File: src/rtl/alu_pkg.sv
// Shared definitions for the two-requester ALU arbiter.
// Covers the legal aluCtr codes, the FSM state encoding and a ctr legality helper.
package alu_pkg;

  localparam int DATA_W = 32;
  localparam int CTR_W  = 4;

  localparam logic [CTR_W-1:0] CTR_AND = 4'b0000;
  localparam logic [CTR_W-1:0] CTR_OR  = 4'b0001;
  localparam logic [CTR_W-1:0] CTR_ADD = 4'b0010;
  localparam logic [CTR_W-1:0] CTR_SUB = 4'b0110;
  localparam logic [CTR_W-1:0] CTR_SLT = 4'b0111;
  localparam logic [CTR_W-1:0] CTR_NOR = 4'b1100;

  typedef enum logic [1:0] {
    ST_IDLE = 2'b00,
    ST_EXEC = 2'b01,
    ST_RESP = 2'b10
  } state_e;

  function automatic logic ctr_is_legal(input logic [CTR_W-1:0] ctr);
    logic ok;
    case (ctr)
      CTR_AND, CTR_OR, CTR_ADD, CTR_SUB, CTR_SLT, CTR_NOR: ok = 1'b1;
      default:                                             ok = 1'b0;
    endcase
    return ok;
  endfunction

endpackage

File: src/rtl/alu_arbiter_if.sv
// Requester, response and ALU-side signals of the ALU arbiter.
// The slave modport is the arbiter's view; master is the surrounding system.
interface alu_arbiter_if;
  import alu_pkg::*;

  logic              req0_valid;
  logic              req0_ready;
  logic [CTR_W-1:0]  req0_ctr;
  logic [DATA_W-1:0] req0_a;
  logic [DATA_W-1:0] req0_b;
  logic              req1_valid;
  logic              req1_ready;
  logic [CTR_W-1:0]  req1_ctr;
  logic [DATA_W-1:0] req1_a;
  logic [DATA_W-1:0] req1_b;
  logic [1:0]        rsp_valid;
  logic [DATA_W-1:0] rsp_res;
  logic              rsp_zero;
  logic              rsp_err;
  logic [DATA_W-1:0] alu_input1;
  logic [DATA_W-1:0] alu_input2;
  logic [CTR_W-1:0]  alu_ctr;
  logic [DATA_W-1:0] alu_res;
  logic              alu_zero;

  modport slave (
    input  req0_valid, req0_ctr, req0_a, req0_b,
    input  req1_valid, req1_ctr, req1_a, req1_b,
    input  alu_res, alu_zero,
    output req0_ready, req1_ready,
    output rsp_valid, rsp_res, rsp_zero, rsp_err,
    output alu_input1, alu_input2, alu_ctr
  );

  modport master (
    output req0_valid, req0_ctr, req0_a, req0_b,
    output req1_valid, req1_ctr, req1_a, req1_b,
    output alu_res, alu_zero,
    input  req0_ready, req1_ready,
    input  rsp_valid, rsp_res, rsp_zero, rsp_err,
    input  alu_input1, alu_input2, alu_ctr
  );

endinterface

File: src/rtl/alu_rr_arb.sv
// Two-way round-robin grant: a lone requester wins, on a tie the one
// that did not win last time wins.
module alu_rr_arb (
  input  logic [1:0] i_valid,
  input  logic       i_last_grant,
  output logic [1:0] o_grant
);

  // one-hot grant from current valids and previous winner
  always_comb begin
    o_grant = 2'b00;
    case (i_valid)
      2'b01:   o_grant = 2'b01;
      2'b10:   o_grant = 2'b10;
      2'b11: begin
        if (i_last_grant) begin
          o_grant = 2'b01;
        end else begin
          o_grant = 2'b10;
        end
      end
      default: o_grant = 2'b00;
    endcase
  end

endmodule

File: src/rtl/alu_arbiter.sv
// Shares one external combinational ALU between two requesters with a
// fixed IDLE -> EXEC -> RESP sequence (accept at N, response in cycle N+2).
module alu_arbiter
  import alu_pkg::*;
#(
  parameter bit CHECK_CTR = 1'b1
) (
  input logic           clk,
  input logic           rst_n,
  alu_arbiter_if.slave  io_bus
);

  state_e              r_state;
  logic                r_last_grant;
  logic [1:0]          r_gnt;
  logic                r_err;
  logic [DATA_W-1:0]   r_alu_a;
  logic [DATA_W-1:0]   r_alu_b;
  logic [CTR_W-1:0]    r_alu_ctr;
  logic [1:0]          r_rsp_valid;
  logic [DATA_W-1:0]   r_rsp_res;
  logic                r_rsp_zero;
  logic                r_rsp_err;

  logic [1:0]          w_valid;
  logic [1:0]          w_grant;
  logic [CTR_W-1:0]    w_sel_ctr;
  logic [DATA_W-1:0]   w_sel_a;
  logic [DATA_W-1:0]   w_sel_b;
  logic                w_illegal;

  // the grant decision is only taken while idle; later arrivals simply wait
  always_comb begin
    w_valid = 2'b00;
    if (r_state == ST_IDLE) begin
      w_valid = {io_bus.req1_valid, io_bus.req0_valid};
    end else begin
      w_valid = 2'b00;
    end
  end

  alu_rr_arb u_rr_arb (
    .i_valid      (w_valid),
    .i_last_grant (r_last_grant),
    .o_grant      (w_grant)
  );

  // operand mux for the granted requester
  always_comb begin
    w_sel_ctr = io_bus.req0_ctr;
    w_sel_a   = io_bus.req0_a;
    w_sel_b   = io_bus.req0_b;
    if (w_grant[1]) begin
      w_sel_ctr = io_bus.req1_ctr;
      w_sel_a   = io_bus.req1_a;
      w_sel_b   = io_bus.req1_b;
    end else begin
      w_sel_ctr = io_bus.req0_ctr;
      w_sel_a   = io_bus.req0_a;
      w_sel_b   = io_bus.req0_b;
    end
    w_illegal = (CHECK_CTR == 1'b1) && !ctr_is_legal(w_sel_ctr);
  end

  // FSM with captured operands and registered response
  always_ff @(posedge clk or negedge rst_n) begin
    if (!rst_n) begin
      r_state      <= ST_IDLE;
      r_last_grant <= 1'b1;
      r_gnt        <= 2'b00;
      r_err        <= 1'b0;
      r_alu_a      <= {DATA_W{1'b0}};
      r_alu_b      <= {DATA_W{1'b0}};
      r_alu_ctr    <= 4'b0000;
      r_rsp_valid  <= 2'b00;
      r_rsp_res    <= {DATA_W{1'b0}};
      r_rsp_zero   <= 1'b0;
      r_rsp_err    <= 1'b0;
    end else begin
      case (r_state)
        ST_IDLE: begin
          if (w_grant != 2'b00) begin
            r_gnt        <= w_grant;
            r_last_grant <= w_grant[1];
            r_err        <= w_illegal;
            r_alu_a      <= w_sel_a;
            r_alu_b      <= w_sel_b;
            r_alu_ctr    <= w_illegal ? 4'b0000 : w_sel_ctr;
            r_state      <= ST_EXEC;
          end else begin
            r_state      <= ST_IDLE;
          end
        end
        ST_EXEC: begin
          r_rsp_valid <= r_gnt;
          r_rsp_res   <= r_err ? {DATA_W{1'b0}} : io_bus.alu_res;
          r_rsp_zero  <= r_err ? 1'b0 : io_bus.alu_zero;
          r_rsp_err   <= r_err;
          r_state     <= ST_RESP;
        end
        ST_RESP: begin
          r_rsp_valid <= 2'b00;
          r_state     <= ST_IDLE;
        end
        default: begin
          r_rsp_valid <= 2'b00;
          r_state     <= ST_IDLE;
        end
      endcase
    end
  end

  assign io_bus.req0_ready = w_grant[0];
  assign io_bus.req1_ready = w_grant[1];
  assign io_bus.rsp_valid  = r_rsp_valid;
  assign io_bus.rsp_res    = r_rsp_res;
  assign io_bus.rsp_zero   = r_rsp_zero;
  assign io_bus.rsp_err    = r_rsp_err;
  assign io_bus.alu_input1 = r_alu_a;
  assign io_bus.alu_input2 = r_alu_b;
  assign io_bus.alu_ctr    = r_alu_ctr;

endmodule

File: src/flat_wrapper.sv
// flat-port wrapper written by rule: the top's interface ports become plain ports
module alu_arbiter_flat import alu_pkg::*;
#(
  parameter bit CHECK_CTR = 1'b1
)
  (clk, rst_n, io_bus_req0_valid, io_bus_req0_ctr, io_bus_req0_a, io_bus_req0_b, io_bus_req1_valid, io_bus_req1_ctr, io_bus_req1_a, io_bus_req1_b, io_bus_alu_res, io_bus_alu_zero, io_bus_req0_ready, io_bus_req1_ready, io_bus_rsp_valid, io_bus_rsp_res, io_bus_rsp_zero, io_bus_rsp_err, io_bus_alu_input1, io_bus_alu_input2, io_bus_alu_ctr);
  alu_arbiter_if io_bus_i ();
  input logic clk;
  input logic rst_n;
  input wire logic [$bits(io_bus_i.req0_valid)-1:0] io_bus_req0_valid;
  input wire logic [$bits(io_bus_i.req0_ctr)-1:0] io_bus_req0_ctr;
  input wire logic [$bits(io_bus_i.req0_a)-1:0] io_bus_req0_a;
  input wire logic [$bits(io_bus_i.req0_b)-1:0] io_bus_req0_b;
  input wire logic [$bits(io_bus_i.req1_valid)-1:0] io_bus_req1_valid;
  input wire logic [$bits(io_bus_i.req1_ctr)-1:0] io_bus_req1_ctr;
  input wire logic [$bits(io_bus_i.req1_a)-1:0] io_bus_req1_a;
  input wire logic [$bits(io_bus_i.req1_b)-1:0] io_bus_req1_b;
  input wire logic [$bits(io_bus_i.alu_res)-1:0] io_bus_alu_res;
  input wire logic [$bits(io_bus_i.alu_zero)-1:0] io_bus_alu_zero;
  output wire logic [$bits(io_bus_i.req0_ready)-1:0] io_bus_req0_ready;
  output wire logic [$bits(io_bus_i.req1_ready)-1:0] io_bus_req1_ready;
  output wire logic [$bits(io_bus_i.rsp_valid)-1:0] io_bus_rsp_valid;
  output wire logic [$bits(io_bus_i.rsp_res)-1:0] io_bus_rsp_res;
  output wire logic [$bits(io_bus_i.rsp_zero)-1:0] io_bus_rsp_zero;
  output wire logic [$bits(io_bus_i.rsp_err)-1:0] io_bus_rsp_err;
  output wire logic [$bits(io_bus_i.alu_input1)-1:0] io_bus_alu_input1;
  output wire logic [$bits(io_bus_i.alu_input2)-1:0] io_bus_alu_input2;
  output wire logic [$bits(io_bus_i.alu_ctr)-1:0] io_bus_alu_ctr;
  assign io_bus_i.req0_valid = io_bus_req0_valid;
  assign io_bus_i.req0_ctr = io_bus_req0_ctr;
  assign io_bus_i.req0_a = io_bus_req0_a;
  assign io_bus_i.req0_b = io_bus_req0_b;
  assign io_bus_i.req1_valid = io_bus_req1_valid;
  assign io_bus_i.req1_ctr = io_bus_req1_ctr;
  assign io_bus_i.req1_a = io_bus_req1_a;
  assign io_bus_i.req1_b = io_bus_req1_b;
  assign io_bus_i.alu_res = io_bus_alu_res;
  assign io_bus_i.alu_zero = io_bus_alu_zero;
  assign io_bus_req0_ready = io_bus_i.req0_ready;
  assign io_bus_req1_ready = io_bus_i.req1_ready;
  assign io_bus_rsp_valid = io_bus_i.rsp_valid;
  assign io_bus_rsp_res = io_bus_i.rsp_res;
  assign io_bus_rsp_zero = io_bus_i.rsp_zero;
  assign io_bus_rsp_err = io_bus_i.rsp_err;
  assign io_bus_alu_input1 = io_bus_i.alu_input1;
  assign io_bus_alu_input2 = io_bus_i.alu_input2;
  assign io_bus_alu_ctr = io_bus_i.alu_ctr;
  alu_arbiter #(.CHECK_CTR(CHECK_CTR)) u_core (.clk(clk), .rst_n(rst_n), .io_bus(io_bus_i));
endmodule
File: config.mk
export PLATFORM = sky130hd
export DESIGN_NAME = alu_arbiter_flat
export DESIGN_NICKNAME = d
export VERILOG_FILES = /design/src/rtl/alu_pkg.sv /design/src/rtl/alu_arbiter_if.sv /design/src/rtl/alu_rr_arb.sv /design/src/rtl/alu_arbiter.sv /design/src/flat_wrapper.sv
export SDC_FILE = /design/constraint.sdc
export NUM_CORES = 1
export LEC_CHECK = 0
export ABC_AREA = 0
export BUFFER_PORTS_ARGS = -buffer_cell sky130_fd_sc_hd__buf_2
export CORE_ASPECT_RATIO = 0.7
export CORE_MARGIN = 1
export CORE_UTILIZATION = 44
export DETAILED_ROUTE_END_ITERATION = 16
export HOLD_SLACK_MARGIN = 0.1
export PLACE_DENSITY_LB_ADDON = 0.05
export SYNTH_ARGS = -nofsm -noshare
export SYNTH_HDL_FRONTEND = slang
export SYNTH_SLANG_ARGS = --single-unit
File: constraint.sdc
create_clock -name clk -period 1.7 [get_ports clk]
set_input_delay 0 -clock clk [delete_from_list [all_inputs] [get_ports clk]]
set_output_delay 0 -clock clk [all_outputs]
set_load 0.03 [all_outputs]
==> qor.tcl <==
set qor(run_status) {completed}
set qor(htree_levels) 3
set qor(fin_worst_skew_ns) 0.007599
set qor(final_period_minus_worst_setup_slack_ns) 1.695
set qor(proportion_of_layout_cells_with_a_drive_suffix_above_1_pct) 31.82
set qor(drtAntennaViolNets) 0
set qor(worst_ep_arrival_time_ns) 1.94
set qor(post_synth_instance_area_um2) 4863
set qor(row_count) 31
set qor(layout.area.seq_um2) 2754
set qor(dp_hpwl_um) 10380
set qor(crit_path_max_fanout) 32
set qor(timing.final.hold_violations) 0
set qor(post-route-drc-count) 0
set qor(start_util_pct) 46.10
set qor(worstMarginPinSlew_ns) 0.9359
set qor(detailedRoute.firstIterationViolations) 346
set qor(syn-mean-instance-area_um2) 8.763
set qor(pwr-share-clk_pct) 14.6
set qor(routed-via-count) 5784
set qor(vdd_drop_max_mv) 1.198
set qor(rsz0062_at_grt) {yes}
set qor(cts_max_path_buffers) 2
set qor(nets) 1158
set qor(setup_total_negative_slack_ns) 0
set qor(share_comb_of_total_power_pct) 53.7
set qor(synth-edff-count) 0
set qor(postSynthCellCount) 555
set qor(max_cap_violations) 0
set qor(total_leakage_power_nw) 4.132
set qor(timing.fmax_ghz) 0.5900
set qor(via_count_of_the_first_global_routing_pass) 5999
set qor(worst_hold_path.endpoint) {u_core.r_err$_DFFE_PN0N_}
set qor(design.die.area_um2) 11480
set qor(cp-end-kind) {flop}
set qor(ys.flop_type) {sky130_fd_sc_hd__dfrtp_1}
set qor(gp_routability_congestion) 0.7837
set qor(timing.reg2reg.setup_slack_ns) 0.005
set qor(initial_antenna_violation_count) 2
set qor(holdWs_ns) 0.1200
set qor(place.port_buffers) 278
set qor(average_detailed_routed_wire_length_per_instance_um) 16.10
set qor(grtUsageTotal_pct) 33.02
set qor(cts_tree) {yes}
set qor(power_density_nw_per_um2) 1707
set qor(firstDrtPassIters) 5
set qor(power.net_switching_mw) 6.886
set qor(r2r_cells) 6
set qor(cts_made_buffers) 9
set qor(max_stage_delay_ns) 0.45
set qor(worstSetupPathType) {reg2reg}
set qor(slew_headroom_pct) 37.60
set qor(synth_sequential_area_ratio_pct) 56.62
set qor(detail_route.wirelength_um) 18360
set qor(crit_path_start_kind) {flop}
set qor(regToRegStartpoint) {u_core.r_state[0]$_DFF_PN0_}
set qor(critical_register_to_register_path_endpoint) {u_core.io_bus.alu_input2[15]$_DFFE_PN0N_}
set qor(grt_max_degree) 90
set qor(first_pass_grt_wire_length_um) 29530
set qor(p_total_mw) 14.44
set qor(hold_start) {io_bus_req0_ctr[1]}
set qor(internal_power_mw) 7.551
set qor(die_width_um) 127.7
set qor(areaGrowthSynthToFinish_pct) 73.86
set qor(postSynth.asyncResetShare_pct) 100.0
set qor(top_level_ports) 279
set qor(die_h_um) 89.96
set qor(timing.critical_path.slowest_stage_cell) {sky130_fd_sc_hd__dfrtp_1}
set qor(global_route.overflow_total) 0
set qor(ys_seq_elements) 110
set qor(finalInstanceArea_um2) 8456
set qor(dr_vias_cell) 5.074
set qor(core_area_um2) 10550
set qor(yosysUniqueCellTypes) 30
set qor(area_occupied_by_multi_input_gates_um2) 1919
set qor(layout.filler_cells) 687
set qor(final.period_utilization_pct) 99.71
set qor(worstPathCellList) {nor2_2 -> nand3_2 -> clkinv_4 -> bufbuf_16 -> nand2_1 -> a31oi_1}
set qor(synth_warnings) 0
set qor(power.switching_fraction_pct) 47.70
set qor(clkSinkCount) 110
set qor(worst_ep_required_time_ns) 1.94
set qor(clock_insertion_delay_worst_skew_ns) 0.34
set qor(cts_root_cell) {sky130_fd_sc_hd__clkbuf_16}
set qor(synth_nets) 728
set qor(timing_max_transition_violations_final) 0
set qor(timing.hold.worst_path_depth) 4
set qor(cts.reportedPaths.clkPinSlew_ns) 0.07
set qor(power_frac_seq_pct) 31.7
set qor(finalSetupViolations) 0
set qor(timing.hold.worst.class) {in2reg}
set qor(detailed_place.area_um2) 6414
-- cell type report --
cell class                 instances  area share, %
clock buffer                       9          2.664
clock inverter                     7         0.8582
tap                              148          2.190
sequential                       110          32.57
inverter                           4         0.2516
antenna                            2        0.05919
timing repair buffer             458          38.71
multi-input combinational        402          22.70
-- synth_stat cells (2+ instances only) --
master | count | share of area [%]
sky130_fd_sc_hd__o21ai_1 | 7 | 0.72
sky130_fd_sc_hd__nor2_1 | 71 | 5.5
sky130_fd_sc_hd__inv_1 | 2 | 0.15
sky130_fd_sc_hd__mux2i_1 | 2 | 0.41
sky130_fd_sc_hd__inv_2 | 2 | 0.15
sky130_fd_sc_hd__nand2_1 | 171 | 13
sky130_fd_sc_hd__a31oi_1 | 65 | 8.4
sky130_fd_sc_hd__a211oi_1 | 2 | 0.31
sky130_fd_sc_hd__o21ai_0 | 30 | 3.1
sky130_fd_sc_hd__mux2_2 | 3 | 0.69
sky130_fd_sc_hd__nand3b_1 | 2 | 0.31
sky130_fd_sc_hd__a21oi_1 | 2 | 0.21
sky130_fd_sc_hd__clkbuf_1 | 18 | 1.4
sky130_fd_sc_hd__nand2b_1 | 35 | 4.5
sky130_fd_sc_hd__dfrtp_1 | 109 | 56
sky130_fd_sc_hd__buf_2 | 17 | 1.7
sky130_fd_sc_hd__buf_4 | 4 | 0.62
-- power by group through the flow --
stage / Combinational [mW] / Sequential (mW) / Clock [mW]
4_1_cts: 7.62 / 4.52 / 2.16
3_5_place_dp: 7.18 / 4.56 / 0
6_report: 7.76 / 4.58 / 2.10
2_1_floorplan: 2.85 / 6.63 / 0
3_3_place_gp: 7.07 / 4.51 / 0
5_1_grt: 8.37 / 4.72 / 2.25
-- registers in the layout, summed over array words and instances (netlist names) --
register and flops:
u_core.io_bus.rsp_err 1, u_core.io_bus.alu_ctr 4, u_core.io_bus.rsp_valid 2, u_core.r_gnt 2, u_core.io_bus.rsp_res 32, u_core.io_bus.rsp_zero 1
u_core.r_last_grant 1, u_core.r_state 2, u_core.r_err 1, u_core.io_bus.alu_input2 32, u_core.io_bus.alu_input1 32
-- per-layer routing --
layer  vias to the layer above  wire length, um  share of wire [%]  GRT usage (%)
met5                         -                0                  0              0
met4                         0              969                5.3          19.22
met3                        88             1408                7.7          8.333
met2                       331             9049                 49          56.28
met1                      2664             6932                 38          37.64
li1                       2701                -                  -              -
-- worst max-delay path by stage --
stage	slack (ns)	endpoint	start
floorplan	0.07	u_core.r_err$_DFFE_PN0N_	u_core.r_state[0]$_DFF_PN0_
global placement	0.16	u_core.io_bus.alu_ctr[0]$_DFFE_PN0N_	u_core.r_state[0]$_DFF_PN0_
detailed placement	0.09	u_core.io_bus.alu_ctr[0]$_DFFE_PN0N_	u_core.r_state[0]$_DFF_PN0_
CTS	0.02	io_bus_req1_ready	u_core.r_state[0]$_DFF_PN0_
global route	-0.07	u_core.io_bus.alu_input2[15]$_DFFE_PN0N_	u_core.r_state[0]$_DFF_PN0_
finish	0.005	u_core.io_bus.alu_input2[15]$_DFFE_PN0N_	u_core.r_state[0]$_DFF_PN0_
-- stage by stage --
stage,utilization [%],worst slack (ns),cells
floorplan,-,0.06628,555
global placement,60.79,0.1582,952
detailed placement,60.79,0.09366,952
CTS,80.08,0.02183,1138
global route,80.15,-0.06984,1140
finish,80.15,0.004952,1140
-- critical path, delay by kind of cell (launching register included) --
family	cells	cell delay, ns
DFF	1	0.45
buffers and inverters	2	0.50
and+or+nand+nor	3	0.40
AOI/OAI and AO/OA	1	0.23
-- kinds of logic after synthesis --
logic type,count (synthesis),synth area share (%)
simple gates,286,24.65
flops,110,56.62
compound gates,109,13.20
buf+inv,43,4.065
mux,5,1.106
xor+xnor,2,0.3602
-- placed cells by master, fill, tap and decap left out, types with 2 or more instances in the layout --
cell / n
sky130_fd_sc_hd__a211oi_1: 2
sky130_fd_sc_hd__nor2_1: 69
sky130_fd_sc_hd__clkinv_2: 3
sky130_fd_sc_hd__clkbuf_16: 9
sky130_fd_sc_hd__mux2_2: 3
sky130_fd_sc_hd__dlygate4sd3_1: 169
sky130_fd_sc_hd__buf_12: 6
sky130_fd_sc_hd__diode_2: 2
sky130_fd_sc_hd__o21ai_0: 29
sky130_fd_sc_hd__dfrtp_1: 109
sky130_fd_sc_hd__mux2i_1: 2
sky130_fd_sc_hd__buf_4: 7
sky130_fd_sc_hd__nand3b_1: 2
sky130_fd_sc_hd__a21oi_1: 2
sky130_fd_sc_hd__nor2_2: 2
sky130_fd_sc_hd__nand2b_1: 34
sky130_fd_sc_hd__clkinvlp_4: 2
sky130_fd_sc_hd__inv_1: 2
sky130_fd_sc_hd__buf_2: 275
sky130_fd_sc_hd__o21ai_1: 8
sky130_fd_sc_hd__nand2_1: 171
sky130_fd_sc_hd__a31oi_1: 65
sky130_fd_sc_hd__clkinv_4: 2
-- repair_timing --
item | 4_1_cts | 5_1_grt
cloned | 1 | 0
resized for setup | 6 | 1
hold endpoints to repair | 211 | 0
hold buffers | 169 | 0
setup endpoints to repair | 2 | 14
buffers inserted | 0 | 0
pin swaps | 0 | 0
No activity file was read; power rests on OpenSTA's default activity.
